--- src/rtl/proc_bus_responder.sv ---
// Memory/IO responder for the processor bus: RAM, LED register, synchronized
// switch port and a byte FIFO drained over valid/ready, all with 1-cycle registered reads.
module proc_bus_responder #(
    parameter int RAM_ADDR_W = 8,
    parameter int FIFO_DEPTH = 8,
    parameter int SW_W       = 10,
    parameter int LED_W      = 10
) (
    input  logic             Clock,
    input  logic             Reset,
    input  logic [15:0]      ADDR,
    input  logic [15:0]      DOUT,
    input  logic             W,
    output logic [15:0]      DIN,
    input  logic [SW_W-1:0]  SW,
    output logic [LED_W-1:0] LEDR,
    output logic [7:0]       tx_data,
    output logic             tx_valid,
    input  logic             tx_ready
);

    localparam int PTR_W = $clog2(FIFO_DEPTH);

    typedef enum logic [3:0] {
        REGION_RAM  = 4'h0,
        REGION_LED  = 4'h1,
        REGION_SW   = 4'h3,
        REGION_FIFO = 4'h4
    } region_e;

    logic [15:0]           ram [2**RAM_ADDR_W];
    logic [7:0]            fifo_mem [FIFO_DEPTH];
    logic [RAM_ADDR_W-1:0] ram_idx;
    logic [SW_W-1:0]       sw_meta;
    logic [SW_W-1:0]       sw_sync;
    logic [PTR_W-1:0]      wr_ptr;
    logic [PTR_W-1:0]      rd_ptr;
    logic [PTR_W-1:0]      rd_next;
    logic [4:0]            count;
    logic                  overflow;
    logic                  full;
    logic                  empty;
    logic                  sel_ram;
    logic                  sel_led;
    logic                  sel_fifo;
    logic                  push;
    logic                  pop;
    logic                  accept;
    logic                  clear_ovf;
    logic [15:0]           read_value;
    logic                  unused_addr_bits;

    // Address bits between the RAM index and the region nibble are don't-care.
    assign unused_addr_bits = ^ADDR[11:RAM_ADDR_W];

    assign ram_idx   = ADDR[RAM_ADDR_W-1:0];
    assign sel_ram   = (ADDR[15:12] == REGION_RAM);
    assign sel_led   = (ADDR[15:12] == REGION_LED);
    assign sel_fifo  = (ADDR[15:12] == REGION_FIFO);

    assign full      = (count == 5'(FIFO_DEPTH));
    assign empty     = (count == 5'd0);
    assign tx_valid  = !empty;
    assign push      = W && sel_fifo && !ADDR[0];
    assign clear_ovf = W && sel_fifo && ADDR[0] && DOUT[0];
    assign pop       = tx_valid && tx_ready;
    // A push into a full FIFO only lands if the head leaves in the same cycle.
    assign accept    = push && (!full || pop);
    assign rd_next   = rd_ptr + 1'b1;

    always_comb begin
        read_value = '0;
        case (ADDR[15:12])
            REGION_RAM:  read_value = ram[ram_idx];
            REGION_LED:  read_value = 16'(LEDR);
            REGION_SW:   read_value = 16'(sw_sync);
            REGION_FIFO: read_value = {overflow, full, empty, 8'b0, count};
            default:     read_value = '0;
        endcase
    end

    // NOTE: sequential state uses non-blocking assignments so every flop samples
    // pre-edge values; that is also what gives read-before-write on DIN.
    always_ff @(posedge Clock) begin
        if (Reset) begin
            DIN     <= '0;
            LEDR    <= '0;
            sw_meta <= '0;
            sw_sync <= '0;
        end else begin
            DIN     <= read_value;
            sw_meta <= SW;
            sw_sync <= sw_meta;
            if (W && sel_led)
                LEDR <= DOUT[LED_W-1:0];
        end
    end

    // NOTE: storage arrays carry no reset so they map onto RAM primitives;
    // RAM contents deliberately survive Reset, FIFO slots are invalidated by the pointers.
    always_ff @(posedge Clock) begin
        if (W && sel_ram)
            ram[ram_idx] <= DOUT;
        if (accept)
            fifo_mem[wr_ptr] <= DOUT[7:0];
    end

    always_ff @(posedge Clock) begin
        if (Reset) begin
            wr_ptr   <= '0;
            rd_ptr   <= '0;
            count    <= '0;
            overflow <= 1'b0;
            tx_data  <= '0;
        end else begin
            if (accept)
                wr_ptr <= wr_ptr + 1'b1;
            if (pop)
                rd_ptr <= rd_next;

            case ({accept, pop})
                2'b10:   count <= count + 5'd1;
                2'b01:   count <= count - 5'd1;
                default: count <= count;
            endcase

            // A dropped push outranks a simultaneous clear.
            if (push && full && !pop)
                overflow <= 1'b1;
            else if (clear_ovf)
                overflow <= 1'b0;

            // tx_data is the registered head; the slot behind the head is only
            // valid in memory when more than one entry is queued.
            if (accept && empty)
                tx_data <= DOUT[7:0];
            else if (pop) begin
                if (count > 5'd1)
                    tx_data <= fifo_mem[rd_next];
                else if (accept)
                    tx_data <= DOUT[7:0];
            end
        end
    end

endmodule

--- config.mk ---
export PLATFORM = sky130hd
export DESIGN_NAME = proc_bus_responder
export DESIGN_NICKNAME = d
export VERILOG_FILES = /design/src/rtl/proc_bus_responder.sv
export SDC_FILE = /design/constraint.sdc
export NUM_CORES = 2
export LEC_CHECK = 0
export CAP_MARGIN = 20
export CELL_PAD_IN_SITES_DETAIL_PLACEMENT = 1
export CELL_PAD_IN_SITES_GLOBAL_PLACEMENT = 1
export CORE_MARGIN = 8
export CORE_UTILIZATION = 38
export CTS_CLUSTER_DIAMETER = 150
export DETAILED_ROUTE_END_ITERATION = 8
export HOLD_SLACK_MARGIN = 0.1
export PLACE_DENSITY = 0.55
export SLEW_MARGIN = 15
export SYNTH_ARGS = -nofsm -noshare
export SYNTH_HDL_FRONTEND = slang
export SYNTH_MEMORY_MAX_BITS = 65536
export SYNTH_SLANG_ARGS = --single-unit
--- constraint.sdc ---
create_clock -name Clock -period 8.09 [get_ports Clock]
set_input_delay 0.809 -clock Clock [delete_from_list [all_inputs] [get_ports Clock]]
set_output_delay 0.809 -clock Clock [all_outputs]
set_load 0.01 [all_outputs]
==> impl_summary.log <==
[metrics] Hold WS: 253 ps
[metrics] length of routed met2 wiring: 239,000 µm
[metrics] Critical Path AT: 5860 ps
[metrics] ys flop type: sky130_fd_sc_hd__edfxtp_1
[metrics] total global routing track utilization: 0.218
[metrics] remaining antenna violation count: 0
[metrics] simple-gate share of the synthesized area: 0.0222
[metrics] initial antenna violation count: 35
[metrics] Clock Skew: 70.1 ps
[metrics] total of buffers placed on input and output ports: 76
[metrics] starting density of the core: 0.381
[metrics] floorplan die area: 449,000 µm²
[metrics] maximum buffer depth of the clock tree: 4
[metrics] Iter 0 DRT Violations: 9,631
[metrics] detailed-route wire length per cell: 35.5 µm
[metrics] final setup violating endpoints: 0
[metrics] hold-critical path endpoint: ram[144][12]
[metrics] share of the clock period used by the worst path: 0.642
[metrics] Worst Min Path Start: DOUT[12]
[metrics] vias in the first global route: 84,377
[metrics] power density of the placed cells: 250 nW/µm²
[metrics] Post-Route WL: 502,000 µm
[metrics] Yosys warning total: 0
[metrics] critical path endpoint category: flip-flop
[metrics] CTS tree: built
[metrics] max_cap viols: 0
[metrics] met1 wire length: 213,000 µm
[metrics] CTS Buf Count: 449
[metrics] Met3 Wirelength: 33,600 µm
[metrics] accumulated negative setup slack: 0 ps
[metrics] ranking of synthesized cells by area: sky130_fd_sc_hd__edfxtp_1, sky130_fd_sc_hd__mux4_2, sky130_fd_sc_hd__mux2i_1
[metrics] Slew headroom: 0.186
[metrics] Residual DRC: 0
[metrics] Worst Hold Depth: 1
[metrics] R2R setup slack: 4430 ps
[metrics] largest family of logic cells by synthesized area: multiplexers
[metrics] Post-CTS Resized: 0
[metrics] CP max stage cell: sky130_fd_sc_hd__nand2_2
[metrics] number of synthesized flops with an enable pin: 4,160
[metrics] final setup slack of the worst path: 2900 ps
[metrics] row count: 240
[metrics] maximum number of pins on one net before global-route repair: 172
[metrics] peak fanout along the critical path: 16
[metrics] type of origin of the critical path: input pin
[metrics] endpoint of the lowest-slack register-to-register path: DIN[7]
[metrics] ordered cell list for the critical path: clkdlybuf4s50_1, nor4_1, and2_1, nor3b_1, nand2_2, nor2_1, buf_4
[metrics] die height: 670 µm
[metrics] Synth area leader: sky130_fd_sc_hd__edfxtp_1
[metrics] Post-CTS Repair Setup Buffers: 0
[metrics] static leakage power: 58.5 nW
[metrics] horizontal die dimension: 670 µm
[metrics] Setup WS pre-CTS: 1860 ps
[metrics] unique cell type count in the Yosys netlist: 77
[metrics] area overhead of the layout relative to synthesis: 14.7%
[metrics] hold buffer count at cts: 0
[metrics] Post-Syn Instances: 7,539
[metrics] uppermost signal routing layer after detailed routing: met5
[metrics] setup repair after global routing missed its margin: false
[metrics] transition time at the pin with the least slew margin: 1220 ps
[metrics] outcome: finished clean
[metrics] area share of the largest cell type after synthesis: 0.768
[metrics] placer congestion estimate: 0.820
[metrics] Vias/cell: 5.77
[metrics] source-to-sink clock delay at the later pin of the worst-skew pair: 1010 ps
[metrics] routed via count: 81,381
[metrics] reg-to-reg critical path startpoint: ram[6][7]
[metrics] first-pass iteration count of the detailed router: 5
[metrics] fraction of synthesized area in multiplexers: 0.156
[metrics] number of failing hold endpoints at the final stage: 0
[metrics] area of the core: 427,000 µm²
[metrics] global-route wire length before repair: 693,000 µm
[metrics] slowest cell delay on critical path: 930 ps
[metrics] Async S/R FF share, synth: 0
[metrics] share of the synthesized area in compound gates (AO/OA/AOI/OAI): 0.0290
[metrics] Hold/Removal Path Class: in2reg
[metrics] Top delay family on crit path: simple AND/OR/NAND/NOR gates
[metrics] Min Clock Period, post-route: 5190 ps
[metrics] XOR/XNOR share of the synthesized area: 0.000431
[metrics] post-synthesis net count: 7,592
[metrics] total gr overflow: 0
[metrics] cell area after synthesis: 163,000 µm²
[metrics] Setup CP Type: in2reg
[metrics] number of H-tree levels: 5
[metrics] required time of the critical path: 8750 ps
[metrics] HPWL Detailed: 304,000 µm
[metrics] Post-Synth Adder-Cell Area: 0.000539
[metrics] highest attainable clock frequency: 0.193 GHz
[metrics] final max-slew violation count: 0
[metrics] root cell of the clock tree: sky130_fd_sc_hd__clkbuf_16
[metrics] share of final-layout standard cells stronger than drive strength 1: 0.256
[metrics] worst path bufs/invs: 2
[metrics] clock transition at the registers of the reported paths: 60 ps
[metrics] mean cell area of the mapped netlist: 21.6 µm²
[metrics] number of placed I/O pins: 81
[metrics] sequential-to-total area share from yosys stat: 0.776
[metrics] CTS Sinks: 4,226
[metrics] net count reported at finish: 8,101
[metrics] count of cells along the worst register-to-register path: 8
[metrics] flip-flop and latch count after synthesis: 4,226
[metrics] VDD IR-drop max: 0.194 mV
layout make-up:
type	count	area [µm²]
fill	39095	240000
sequential	4226	126000
antenna	16	40.0
clock inverter	247	2290
multi-input combinational	2863	34400
timing repair buffer	498	4530
clock buffer	568	11900
inverter	10	46.3
tap	5687	7120
cells in the final DEF, fill, tap and decap left out, types with 13 or more instances in the layout:
| cell type | count |
|---|---|
| sky130_fd_sc_hd__a211oi_1 | 19 |
| sky130_fd_sc_hd__a21oi_1 | 86 |
| sky130_fd_sc_hd__a221oi_1 | 72 |
| sky130_fd_sc_hd__a22o_1 | 19 |
| sky130_fd_sc_hd__a22oi_1 | 205 |
| sky130_fd_sc_hd__a31oi_1 | 22 |
| sky130_fd_sc_hd__a32oi_1 | 13 |
| sky130_fd_sc_hd__buf_12 | 25 |
| sky130_fd_sc_hd__buf_4 | 371 |
| sky130_fd_sc_hd__buf_8 | 30 |
| sky130_fd_sc_hd__bufinv_16 | 33 |
| sky130_fd_sc_hd__clkbuf_1 | 108 |
| sky130_fd_sc_hd__clkbuf_16 | 455 |
| sky130_fd_sc_hd__clkdlybuf4s50_1 | 51 |
| sky130_fd_sc_hd__clkinv_1 | 93 |
| sky130_fd_sc_hd__clkinv_2 | 91 |
| sky130_fd_sc_hd__dfxtp_1 | 66 |
| sky130_fd_sc_hd__diode_2 | 16 |
| sky130_fd_sc_hd__edfxtp_1 | 4160 |
| sky130_fd_sc_hd__mux2i_1 | 474 |
| sky130_fd_sc_hd__mux4_2 | 911 |
| sky130_fd_sc_hd__nand2_1 | 132 |
| sky130_fd_sc_hd__nand2_2 | 14 |
| sky130_fd_sc_hd__nand3_1 | 68 |
| sky130_fd_sc_hd__nand4_1 | 38 |
| sky130_fd_sc_hd__nor2_1 | 246 |
| sky130_fd_sc_hd__nor2_2 | 104 |
| sky130_fd_sc_hd__nor2_4 | 13 |
| sky130_fd_sc_hd__nor2b_1 | 39 |
| sky130_fd_sc_hd__nor3_1 | 36 |
| sky130_fd_sc_hd__nor4_1 | 23 |
| sky130_fd_sc_hd__o21ai_0 | 68 |
| sky130_fd_sc_hd__o22ai_1 | 70 |
synthesized netlist by cell type, types with 38 or more instances:
cell,instances
sky130_fd_sc_hd__edfxtp_1,4160
sky130_fd_sc_hd__mux4_2,911
sky130_fd_sc_hd__mux2i_1,474
sky130_fd_sc_hd__nor2_1,362
sky130_fd_sc_hd__a22oi_1,205
sky130_fd_sc_hd__buf_2,176
sky130_fd_sc_hd__nand2_1,149
sky130_fd_sc_hd__clkbuf_1,125
sky130_fd_sc_hd__a21oi_1,87
sky130_fd_sc_hd__buf_4,74
sky130_fd_sc_hd__a221oi_1,72
sky130_fd_sc_hd__o21ai_0,70
sky130_fd_sc_hd__o22ai_1,70
sky130_fd_sc_hd__nand3_1,69
sky130_fd_sc_hd__dfxtp_1,66
sky130_fd_sc_hd__nor2b_1,45
sky130_fd_sc_hd__nand4_1,38
worst reg2reg max path, cell delays in order, from the launching register on:
cell and delay [ps]:
sky130_fd_sc_hd__edfxtp_1 360, sky130_fd_sc_hd__mux2i_1 220, sky130_fd_sc_hd__o22ai_1 140, sky130_fd_sc_hd__nor4_2 890, sky130_fd_sc_hd__a31oi_1 570, sky130_fd_sc_hd__nor4_1 450
sky130_fd_sc_hd__buf_4 220, sky130_fd_sc_hd__a21oi_1 240, sky130_fd_sc_hd__or3_1 450
stage by stage:
stage | utilization | std cells | area (µm²) | power [mW]
3_3_place_gp | 0.403 | 13255 | 172000 | 27.0
5_1_grt | 0.437 | 14102 | 186000 | 47.9
3_5_place_dp | 0.403 | 13267 | 172000 | 27.1
6_report | 0.437 | 14115 | 186000 | 46.6
2_1_floorplan | - | 7539 | 163000 | 25.8
4_1_cts | 0.436 | 14082 | 186000 | 47.0
where the power goes:
| part | internal [mW] | total [mW] | switching, mW |
|---|---|---|---|
| Sequential | 24.1 | 24.1 | 0.0212 |
| Combinational | 0.820 | 2.49 | 1.66 |
| Clock | 11.4 | 20.0 | 8.64 |
state kept, by name, indices dropped and copies added, names as in the netlist:
signal    cells
count         5
tx_data       8
rd_ptr        3
overflow      1
sw_sync      10
ram        4096
LEDR         10
wr_ptr        3
fifo_mem     64
DIN          16
sw_meta      10
routing by layer:
layer / GRT usage / vias up
li1: - / 32828
met3: 0.0389 / 659
met5: 0 / -
met1: 0.301 / 44941
met2: 0.354 / 2947
met4: 0.0630 / 6
how the worst max path moves through the flow:
stage,depth (start not counted),to,slack (ps),startpoint
2_1_floorplan,11,ram[220][0],4400,ADDR[0]
3_3_place_gp,6,ram[188][10],1950,ADDR[13]
3_5_place_dp,7,ram[44][12],1860,ADDR[13]
4_1_cts,7,ram[44][14],2920,ADDR[13]
5_1_grt,7,ram[44][4],2720,ADDR[13]
6_report,7,ram[44][12],2900,ADDR[13]
kinds of logic after synthesis:
family,count (synthesis)
flip-flops,4226
multiplexers,1395
AND/OR/NAND/NOR,789
AO/OA/AOI/OAI,664
buffers and inverters,450
XOR/XNOR,8
adder cells (fa/ha/maj),7
No activity file was read; power rests on OpenSTA's default activity.
